**config.mk**
```make
export PLATFORM = sky130hd
export DESIGN_NAME = tsqr_stream_loader
export DESIGN_NICKNAME = d
export VERILOG_FILES = /design/src/rtl/tsqr_stream_loader.sv
export SDC_FILE = /design/constraint.sdc
export NUM_CORES = 1
export LEC_CHECK = 0
export ABC_AREA = 1
export ABC_CLOCK_PERIOD_IN_PS = 1900
export CAP_MARGIN = 20
export CELL_PAD_IN_SITES_DETAIL_PLACEMENT = 2
export CELL_PAD_IN_SITES_GLOBAL_PLACEMENT = 2
export CORE_AREA = 2 2 216 218
export DETAILED_ROUTE_END_ITERATION = 6
export DIE_AREA = 0 0 218 220
export DONT_BUFFER_PORTS = 1
export PLACE_DENSITY = 0.75
export SETUP_SLACK_MARGIN = 0.05
export SYNTH_ARGS = -nofsm -noshare
export SYNTH_HDL_FRONTEND = slang
export SYNTH_SLANG_ARGS = --single-unit
```
**constraint.sdc**
```tcl
create_clock -name clk -period 1.9 [get_ports clk]
set_input_delay 0 -clock clk [delete_from_list [all_inputs] [get_ports clk]]
set_output_delay 0 -clock clk [all_outputs]
set_load 0.05 [all_outputs]
```
**src/rtl/tsqr_stream_loader.sv**
```systemverilog
// Streaming tile loader for the TSQR core: packs valid/ready beats into a two-bank ping-pong buffer.
// Optional macro TSQR_LOADER_LANE_REV_EN reverses lane order within each channel on the write path.
module tsqr_stream_loader #(
    parameter int DATA_W         = 32,
    parameter int LANES          = 4,
    parameter int NUM_CH         = 2,
    parameter int BEATS_PER_TILE = 2,
    parameter int CNT_WIDTH      = 16,
    parameter int ADDR_W         = (BEATS_PER_TILE > 1) ? $clog2(BEATS_PER_TILE) : 1
) (
    input  logic                           clk,
    input  logic                           rst,
    input  logic                           start,
    input  logic [CNT_WIDTH-1:0]           tile_no,
    input  logic                           s_valid,
    output logic                           s_ready,
    input  logic [NUM_CH*LANES*DATA_W-1:0] s_data,
    output logic [1:0]                     wr_en,
    output logic [ADDR_W-1:0]              wr_addr,
    output logic [NUM_CH*LANES*DATA_W-1:0] wr_data,
    output logic [1:0]                     bank_full,
    input  logic [1:0]                     bank_release,
    output logic [CNT_WIDTH-1:0]           tile_cnt,
    output logic                           busy,
    output logic                           load_done
);

    localparam int BUS_W = NUM_CH * LANES * DATA_W;
    localparam logic [ADDR_W-1:0] BEAT_LAST = ADDR_W'(BEATS_PER_TILE - 1);

    typedef enum logic [1:0] {
        ST_IDLE = 2'd0,
        ST_LOAD = 2'd1,
        ST_DONE = 2'd2
    } state_t;

    function automatic logic [BUS_W-1:0] lane_map(input logic [BUS_W-1:0] din);
        logic [BUS_W-1:0] dout;
`ifdef TSQR_LOADER_LANE_REV_EN
        dout = '0;
        for (int c = 0; c < NUM_CH; c++) begin
            for (int k = 0; k < LANES; k++) begin
                dout[(c*LANES + LANES-1-k)*DATA_W +: DATA_W] = din[(c*LANES + k)*DATA_W +: DATA_W];
            end
        end
`else
        dout = din;
`endif
        return dout;
    endfunction

    state_t                 state_r, state_s;
    logic                   sel_r, sel_s;
    logic [ADDR_W-1:0]      beat_r, beat_s;
    logic [CNT_WIDTH-1:0]   tile_cnt_r, tile_cnt_s;
    logic [CNT_WIDTH-1:0]   tile_no_r, tile_no_s;
    logic [1:0]             bank_full_r, bank_full_s;
    logic [1:0]             rel_pend_r, rel_pend_s;
    logic [1:0]             wr_en_r, wr_en_s;
    logic [ADDR_W-1:0]      wr_addr_r, wr_addr_s;
    logic [BUS_W-1:0]       wr_data_r, wr_data_s;
    logic                   load_done_r, load_done_s;
    logic [1:0]             fill_s;
    logic [1:0]             rel_s;
    logic                   accept_s;

    assign s_ready  = (state_r == ST_LOAD) & ~bank_full_r[sel_r];
    assign accept_s = s_valid & s_ready;

    // Next-state, write-path and bank occupancy logic
    always_comb begin
        state_s     = state_r;
        sel_s       = sel_r;
        beat_s      = beat_r;
        tile_cnt_s  = tile_cnt_r;
        tile_no_s   = tile_no_r;
        wr_en_s     = 2'b00;
        wr_addr_s   = wr_addr_r;
        wr_data_s   = wr_data_r;
        load_done_s = 1'b0;
        fill_s      = 2'b00;
        bank_full_s = bank_full_r;
        rel_pend_s  = 2'b00;
        rel_s       = bank_release | rel_pend_r;

        case (state_r)
            ST_IDLE: begin
                if (start) begin
                    tile_cnt_s = '0;
                    tile_no_s  = tile_no;
                    if (tile_no != '0) begin
                        state_s = ST_LOAD;
                    end else begin
                        load_done_s = 1'b1;
                    end
                end else begin
                    state_s = ST_IDLE;
                end
            end
            ST_LOAD: begin
                if (accept_s) begin
                    wr_en_s   = sel_r ? 2'b10 : 2'b01;
                    wr_addr_s = beat_r;
                    wr_data_s = lane_map(s_data);
                    if (beat_r == BEAT_LAST) begin
                        beat_s     = '0;
                        fill_s     = wr_en_s;
                        tile_cnt_s = tile_cnt_r + 1'b1;
                        sel_s      = ~sel_r;
                        if (tile_cnt_s == tile_no_r) begin
                            state_s     = ST_DONE;
                            load_done_s = 1'b1;
                        end else begin
                            state_s = ST_LOAD;
                        end
                    end else begin
                        beat_s = beat_r + 1'b1;
                    end
                end else begin
                    state_s = ST_LOAD;
                end
            end
            ST_DONE: begin
                state_s = ST_IDLE;
            end
            default: begin
                state_s = ST_IDLE;
            end
        endcase

        // A release landing on a tile-completion edge is deferred one cycle so both events are seen.
        if (fill_s != 2'b00) begin
            bank_full_s = bank_full_r | fill_s;
            rel_pend_s  = rel_s & bank_full_s;
        end else begin
            bank_full_s = bank_full_r & ~rel_s;
            rel_pend_s  = 2'b00;
        end
    end

    // State and output registers
    always_ff @(posedge clk or negedge rst) begin
        if (!rst) begin
            state_r     <= ST_IDLE;
            sel_r       <= 1'b0;
            beat_r      <= '0;
            tile_cnt_r  <= '0;
            tile_no_r   <= '0;
            bank_full_r <= 2'b00;
            rel_pend_r  <= 2'b00;
            wr_en_r     <= 2'b00;
            wr_addr_r   <= '0;
            wr_data_r   <= '0;
            load_done_r <= 1'b0;
        end else begin
            state_r     <= state_s;
            sel_r       <= sel_s;
            beat_r      <= beat_s;
            tile_cnt_r  <= tile_cnt_s;
            tile_no_r   <= tile_no_s;
            bank_full_r <= bank_full_s;
            rel_pend_r  <= rel_pend_s;
            wr_en_r     <= wr_en_s;
            wr_addr_r   <= wr_addr_s;
            wr_data_r   <= wr_data_s;
            load_done_r <= load_done_s;
        end
    end

    assign wr_en     = wr_en_r;
    assign wr_addr   = wr_addr_r;
    assign wr_data   = wr_data_r;
    assign bank_full = bank_full_r;
    assign tile_cnt  = tile_cnt_r;
    assign busy      = (state_r != ST_IDLE);
    assign load_done = load_done_r;

endmodule

```
==> metrics.md, run 1 <==
| Metric | Value |
|---|---|
| CP delay by family, top | simple AND/OR/NAND/NOR gates |
| Cells after synthesis | 1421 |
| Layout cell share with drive strength beyond 1 | between 10% and 20% |
| Critical Path Stages | 10 |
| Wire length per cell | roughly 25 um |
| Grt met1 use | between 20% and 30% |
| Initial Utilization | 26.4% |
| Vias post-DR | 11600 |
| RSZ-0062 raised after global routing | yes |
| Pwr Total | roughly 0.037 W |
| Most common cell in the netlist | nand2_1 |
| Number of nets with antenna violations after routing | 0 |
| Pins Over Slew Limit | 0 |
| Top_reg_cell synth | dfrtp_1 |
| Met3 usage | between 7 and 8% |
| Net switching power | 0.0206 W |
| Tot GR Track Use | a little under a quarter |
| Final Wtd Congestion | between 0.7 and 0.8 |
| Clock Latency Late Sink | roughly 0.54 ns |
| Synthesized area | 0.0121 mm2 |
| Setup WS post-layout | -0.0292 ns |
| Buffers on Ports | 0 |
| P_leak | between 8 and 9 nW |
| Post-synth top area cell | dfrtp_1 |
| Core Footprint | 0.0459 mm2 |
| Worst hold-check slack | -0.850 ns |
| Slowest-stage cell, CP | dfrtp_2 |
| Die ar. | 0.0480 mm2 |
| Post-synth EDFFs | 0 |
| Remaining global-route overflow | 0 |
| Most common library cells after synthesis | nand2_1, dfrtp_1, inv_1 |
| Clk sinks | 300 |
| Worst Hold Class | in2async |
| Fin crit period | ~1.9 ns |
| Critical Path End Type | register |
| Hold buffers post-CTS | about 280 |
| Hold Violations, Final | roughly 340 |
| RR Startpoint | tile_cnt[1]$_DFFE_PN0P_ |
| Slew @ Worst Pin | ~0.82 ns |
| Worst clock skew | around 0.014 ns |
| Arrival time worst endpoint | 2.40 ns |
| Met2 usage | a little over two fifths |
| GR peak layer | met2 |
| Root buf cell | clkbuf_16 |
| H-tree depth | 2 |
| Die Y | approximately 220 um |
| Yosys reg bits | 300 |
| Post-synthesis sequential area ratio | about three fifths |
| Final Instance Area | about 0.018 mm2 |
| Fill count | ~5000 |
| Initial antenna violation count | 11 |
| Syn Area/Cell | about 8.5 um2 |
| Final wirelength | 59500 um |
| Clock power share | between 20 and 25% |
| Worst vdd ir | roughly 0.88 mV |
| Reg2reg end | load_done$_DFF_PN0_ |
| Final Util | between 30% and 40% |
| R2R cell count | 10 |
| Max-slew headroom | 45.2% |
| Dpl cell area | about 0.013 mm2 |
| Status | finished with violations |
| Cell Pwr Density | between 2000 and 2500 mW/mm2 |
| I/O Pins | approximately 560 |
| Net Sw Frac | a little under three fifths |
| Num CTS Buffers | 37 |
| Critical Path Fanout Max | 7 |
| DP Cell Count | around 2000 |
| Final setup vio count | 3 |
| Top cell type's share of synthesized area | around three fifths |
| Reg area | approximately 0.0075 mm2 |
| DP Wirelength | 32100 um |
| Fin nets | around 2000 |
| Clk slew on worst S/H paths | around 0.06 ns |
| Vias in the first global route | around 14000 |
| WP buf/inv | 3 |
| Sequential power share | between 50% and 60% |
| Area growth, synth to finish | 45.8% |
| Worst path max stage delay | 0.36 ns |
| Worst-path cell chain | buf_4, clkinvlp_4, nor2_8, nand4_1, nand3_2, buf_4, nand3_1, nor3b_2, nand4_1, nand2_1 |
| Synth Net Count | between 1500 and 2000 |
| Drt first pass iters | 4 |
| Std cell rows | 79 |
| Period utilisation layout | 102% |
| Req. time, crit path | about 2.4 ns |
| R2R Setup Slk | -0.03 ns |
| Largest net degree at the start of global routing | between 300 and 400 |
| Fmax | a little over 0.5 GHz |
| Final cell count without fillers | 2392 |
| Failing checks | negative hold slack, negative setup slack |
| CTS tree | done |
| Worst setup SP type | register |
| Multi-input gate area | between 0.004 and 0.005 mm2 |
| Post-synth cell types | 35 |
| Via density | between 4 and 5 |
| Clock tree buffer depth | 3 |
| Setup CP Type | reg2reg |
| Drc violations | 0 |
| Internal | about 0.017 W |
| Asr flop ratio synth | between 90% and 100% |
| First-pass GRT wire length | roughly 84000 um |
| DRT iter0 DRCs | 527 |
| Die Span X | between 200 and 250 um |
| Top cells by area, synth | dfrtp_1, nand2_1, inv_1 |
| Ys Warns | 0 |
| Comb pwr share | around 25% |
| Max-cap check violation count | 0 |
logic make-up (layout without fill, tap and decap cells):
kind of cell / count (synthesis) / in the layout / share of synthesized area [%]
AO/OA/AOI/OAI: 42 / 42 / 1.99
XOR/XNOR: 7 / 7 / 0.620
adder cells (fa/ha/maj): 1 / 1 / 0.103
buffers and inverters: 115 / 470 / 3.93
flip-flops: 300 / 300 / 62.0
other: 0 / 9 / 0
AND/OR/NAND/NOR: 956 / 956 / 31.4
sequential cells by signal, summed over array words and instances, names as in the netlist:
name and count:
beat_r 1, sel_r 1, tile_cnt 16, rel_pend_r 2, wr_data 256, bank_full 2, wr_addr 1, tile_no_r 16
load_done 1, wr_en 2, state_r 2
final cells by class:
class | count | share of cell area, %
Antenna cell | 9 | 0.128
Tap cell | 607 | 4.30
Sequential cell | 300 | 42.6
Inverter | 54 | 1.25
Clock buffer | 54 | 6.47
Timing Repair Buffer | 351 | 20.3
Clock inverter | 11 | 0.815
Multi-Input combinational cell | 1006 | 24.2
repair_timing:
item | CTS | global route
pin swaps | 9 | 10
endpoints found under the hold margin | 597 | 332
gates resized for setup | 15 | 28
setup buffers | 2 | 10
endpoints found under the setup margin | 11 | 200
cloned | 0 | 4
stage by stage:
step / TNS, ns / setup slack (ns)
floorplan: 0 / 0.0366
global placement: 0 / 0.0474
detailed placement: -0.133 / -0.0652
CTS: 0 / 0.0439
global route: -0.703 / -0.171
finish: -0.0331 / -0.0292
placed cells by master, fill, tap and decap left out, types with 4 or more instances in the layout:
master	n
o21ai_0	20
dfrtp_1	289
nor2_1	21
dlygate4sd3_1	275
nand4_1	15
buf_16	7
buf_4	58
inv_1	48
clkbuf_16	42
diode_2	9
nand3_1	30
buf_12	4
nand2_1	852
buf_6	4
o22ai_1	4
clkinv_2	4
nand2_2	10
clkbuf_1	4
nand3_2	5
nor2_2	5
xor2_1	4
o21ai_1	8
nor2_4	5
dfrtp_2	11
clkbuf_8	11
worst max-delay path by stage:
stage	start	to	slack [ns]
floorplan	tile_cnt[0]$_DFFE_PN0P_	state_r[0]$_DFFE_PN0P_	0.04
global route	tile_cnt[1]$_DFFE_PN0P_	state_r[0]$_DFFE_PN0P_	-0.17
global placement	tile_cnt[0]$_DFFE_PN0P_	state_r[0]$_DFFE_PN0P_	0.05
CTS	tile_cnt[1]$_DFFE_PN0P_	state_r[0]$_DFFE_PN0P_	0.04
detailed placement	tile_cnt[0]$_DFFE_PN0P_	state_r[0]$_DFFE_PN0P_	-0.07
finish	tile_cnt[1]$_DFFE_PN0P_	load_done$_DFF_PN0_	-0.03
power by group through the flow:
stage | clock (W) | combinational, W | sequential, W
after floorplan | 0 | 0.00416 | 0.0201
after global placement | 0 | 0.00720 | 0.0200
after detailed placement | 0 | 0.00764 | 0.0200
after CTS | 0.00765 | 0.00828 | 0.0199
after global routing | 0.00802 | 0.0103 | 0.0206
final | 0.00759 | 0.00945 | 0.0203
layer usage:
| layer | share of wire, % | routed length [um] |
|---|---|---|
| met1 | 35 | 20800 |
| met2 | 52 | 31000 |
| met3 | 7.5 | 4480 |
| met4 | 5.4 | 3220 |
| met5 | 0.044 | 26 |
(Power assumes the default switching activity.)
==> run 2: changes to the inputs <==
--- a/config.mk
+++ b/config.mk
@@ -6,7 +6,7 @@
 export NUM_CORES = 1
 export LEC_CHECK = 0
 export ABC_AREA = 1
-export ABC_CLOCK_PERIOD_IN_PS = 1900
+export ABC_CLOCK_PERIOD_IN_PS = 2100
 export CAP_MARGIN = 20
 export CELL_PAD_IN_SITES_DETAIL_PLACEMENT = 2
 export CELL_PAD_IN_SITES_GLOBAL_PLACEMENT = 2
==> constraint.sdc (replaced) <==
create_clock -name clk -period 2.1 [get_ports clk]
set_input_delay 0 -clock clk [delete_from_list [all_inputs] [get_ports clk]]
set_output_delay 0 -clock clk [all_outputs]
set_load 0.05 [all_outputs]
==> run 2 against run 1 <==
  * The run ends with negative hold slack left
  * Clock-buffer cell count did not move
  * Final cell count down 1.1%
  * Sequential share of layout area increased by 0.80 points
==> metrics.md, run 2 (synthesis results as in run 1) <==
| Metric | Value |
|---|---|
| Initial antenna violation count | 10 (-1) |
| RR Startpoint | sel_r$_DFFE_PN0P_ |
| Dpl cell area | 0.0129 mm2 (-2.3%) |
| Buffers on Ports | 0 (unchanged) |
| Fin nets | 2002 (-1.3%) |
| Hold Violations, Final | 300 (-11%) |
| Vias in the first global route | 13300 (-2.9%) |
| Arrival time worst endpoint | 2.39 ns (about the same) |
| Max-slew headroom | 28.3% (-17 points) |
| Core Footprint | 0.0459 mm2 (unchanged) |
| RSZ-0062 raised after global routing | yes |
| Worst Hold Class | in2async |
| Layout cell share with drive strength beyond 1 | 8.17% (-2.9 points) |
| Pins Over Slew Limit | 0 (unchanged) |
| Worst vdd ir | 0.918 mV (+4.6%) |
| DRT iter0 DRCs | 513 (-2.7%) |
| Clock Latency Late Sink | 0.54 ns (about the same) |
| Failing checks | negative hold slack |
| Clk slew on worst S/H paths | 0.06 ns (about the same) |
| Worst setup SP type | register |
| Tot GR Track Use | 22.8% (-0.45 points) |
| Status | finished with violations |
| Worst clock skew | 0.0190 ns (+0.00545 ns) |
| Slowest-stage cell, CP | dlygate4sd3_1 |
| I/O Pins | 558 (unchanged) |
| Die Y | 220 um (unchanged) |
| Clk sinks | 300 (unchanged) |
| Die ar. | 0.0480 mm2 (unchanged) |
| Critical Path Fanout Max | 24 (+17) |
| P_leak | 8.77 nW (-2.2%) |
| Period utilisation layout | 94.3% (-7.3 points) |
| Die Span X | 218 um (unchanged) |
| Start point of the critical path | sel_r$_DFFE_PN0P_ |
| Clock tree buffer depth | 3 (unchanged) |
| Pwr Total | 0.0330 W (-12%) |
| Commonest non-fill, non-tap cells in the layout | nand2_1, dfrtp_1, dlygate4sd3_1 |
| Initial Utilization | 26.4% (unchanged) |
| Critical Path End Type | register |
| Hold buffers post-CTS | 288 (+4.7%) |
| Vias post-DR | 11400 (-2.5%) |
| Via density | 4.80 (-1.4%) |
| Worst setup path endpoint | wr_data[44]$_DFFE_PN0P_ |
| Max-cap check violation count | 0 (unchanged) |
| Reg2reg end | wr_data[44]$_DFFE_PN0P_ |
| Remaining global-route overflow | 0 (unchanged) |
| Final Wtd Congestion | 0.802 (+2.0%) |
| Setup WS post-layout | 0.120 ns (+0.149 ns) |
| Area growth, synth to finish | 42.9% |
| Critical path's most frequent cell | nand2_1 |
| Max reg flops | 256 (unchanged) |
| Num CTS Buffers | 37 (unchanged) |
| R2R Setup Slk | 0.12 ns (+0.15 ns) |
| Worst-path cell chain | inv_1, nand2_1, nand3_1, inv_2, nand2_8, inv_16, nand2_1, dlygate4sd3_1, nand2_1 |
| Number of nets with antenna violations after routing | 0 (unchanged) |
| Root buf cell | clkbuf_16 |
| WP buf/inv | 4 (+1) |
| R2R cell count | 9 (-1) |
| Critical Path Stages | 9 (-1) |
| Dpl ws | 0.0787 ns (+0.144 ns) |
| Drc violations | 0 (unchanged) |
| First-pass GRT wire length | 82700 um (-1.9%) |
| DP Wirelength | 31500 um (-2.2%) |
| Worst path max stage delay | 0.63 ns (+0.27 ns) |
| Final Util | 37.7% (-0.76 points) |
| TNS Setup | 0 ns (+0.0331 ns) |
| Commonest non-fill, non-tap cell in the layout | nand2_1 |
| CP delay by family, top | buffers and inverters |
| Fin crit period | 1.98 ns (+0.0505 ns) |
| Worst hold-check slack | -0.835 ns (+0.0153 ns) |
| Largest net degree at the start of global routing | 301 (unchanged) |
| Fmax | 0.505 GHz (-2.6%) |
| Std cell rows | 79 (unchanged) |
| Final wirelength | 56600 um (-4.8%) |
| CTS tree | done |
| Wire length per cell | 23.9 um (-3.7%) |
| Drt first pass iters | 5 (+1) |
| Req. time, crit path | 2.51 ns (+0.14 ns) |
| Cell Pwr Density | 1910 mW/mm2 (-9.8%) |
| Setup CP Type | reg2reg |
| Final setup vio count | 0 (-3) |
| Slew @ Worst Pin | 1.08 ns (+0.253 ns) |
| H-tree depth | 2 (unchanged) |
| Final Instance Area | 0.0173 mm2 (-2.0%) |
[run 2: worst min-delay path by stage]
stage,start,endpoint,depth (start not counted)
floorplan,rst,bank_full[0]$_DFF_PN0_,0
global placement,rst,wr_data[64]$_DFFE_PN0P_,0
detailed placement,rst,wr_data[30]$_DFFE_PN0P_,0
CTS,rst,wr_data[249]$_DFFE_PN0P_,0
global route,rst,wr_data[60]$_DFFE_PN0P_,0
finish,rst,wr_data[60]$_DFFE_PN0P_,0
[run 2: worst reg2reg max path, stage by stage (launching register included)]
cell and delay [ns]:
dfrtp_1 0.41, inv_1 0.12, nand2_1 0.06, nand3_1 0.09, inv_2 0.07, nand2_8 0.13
inv_16 0.08, nand2_1 0.14, dlygate4sd3_1 0.63, nand2_1 0.10
[run 2: timing repair]
| action | 4_1_cts | 5_1_grt |
|---|---|---|
| gates resized for setup | 1 | 27 |
| pin swaps | 0 | 5 |
| setup endpoints to repair | 1 | 48 |
| endpoints found under the hold margin | 599 | 300 |
| buffers inserted | 0 | 4 |
[run 2: report_power, final]
group,switching (W),internal [W]
logic,0.00464,0.00230
registers,0.0109,0.00811
clock network,0.00268,0.00442
total,0.0182,0.0148
[run 2: area by class of cell]
type                       count  area [um2]
fill                        5006       28600
inverter                      54         219
timing repair buffer         324        3220
clock inverter                12         191
sequential                   300        7510
tap                          607         759
antenna                        8        20.0
clock buffer                  54        1150
multi-input combinational   1006        4230
[run 2: metrics by stage]
stage / instances / hold slack, ns
after floorplan: 1421 / -0.296
after global placement: 1999 / -0.286
after detailed placement: 1999 / -0.290
after CTS: 2353 / -0.874
after global routing: 2364 / -0.875
final: 2365 / -0.835
[run 2: routing by layer]
layer | vias up | global-route usage (%) | share of wire (%)
li1 | 4949 | - | -
met1 | 5732 | 23.0 | 34
met2 | 510 | 42.3 | 54
met3 | 156 | 6.38 | 7.4
met4 | 4 | 12.1 | 5.0
met5 | - | 0 | 0.042
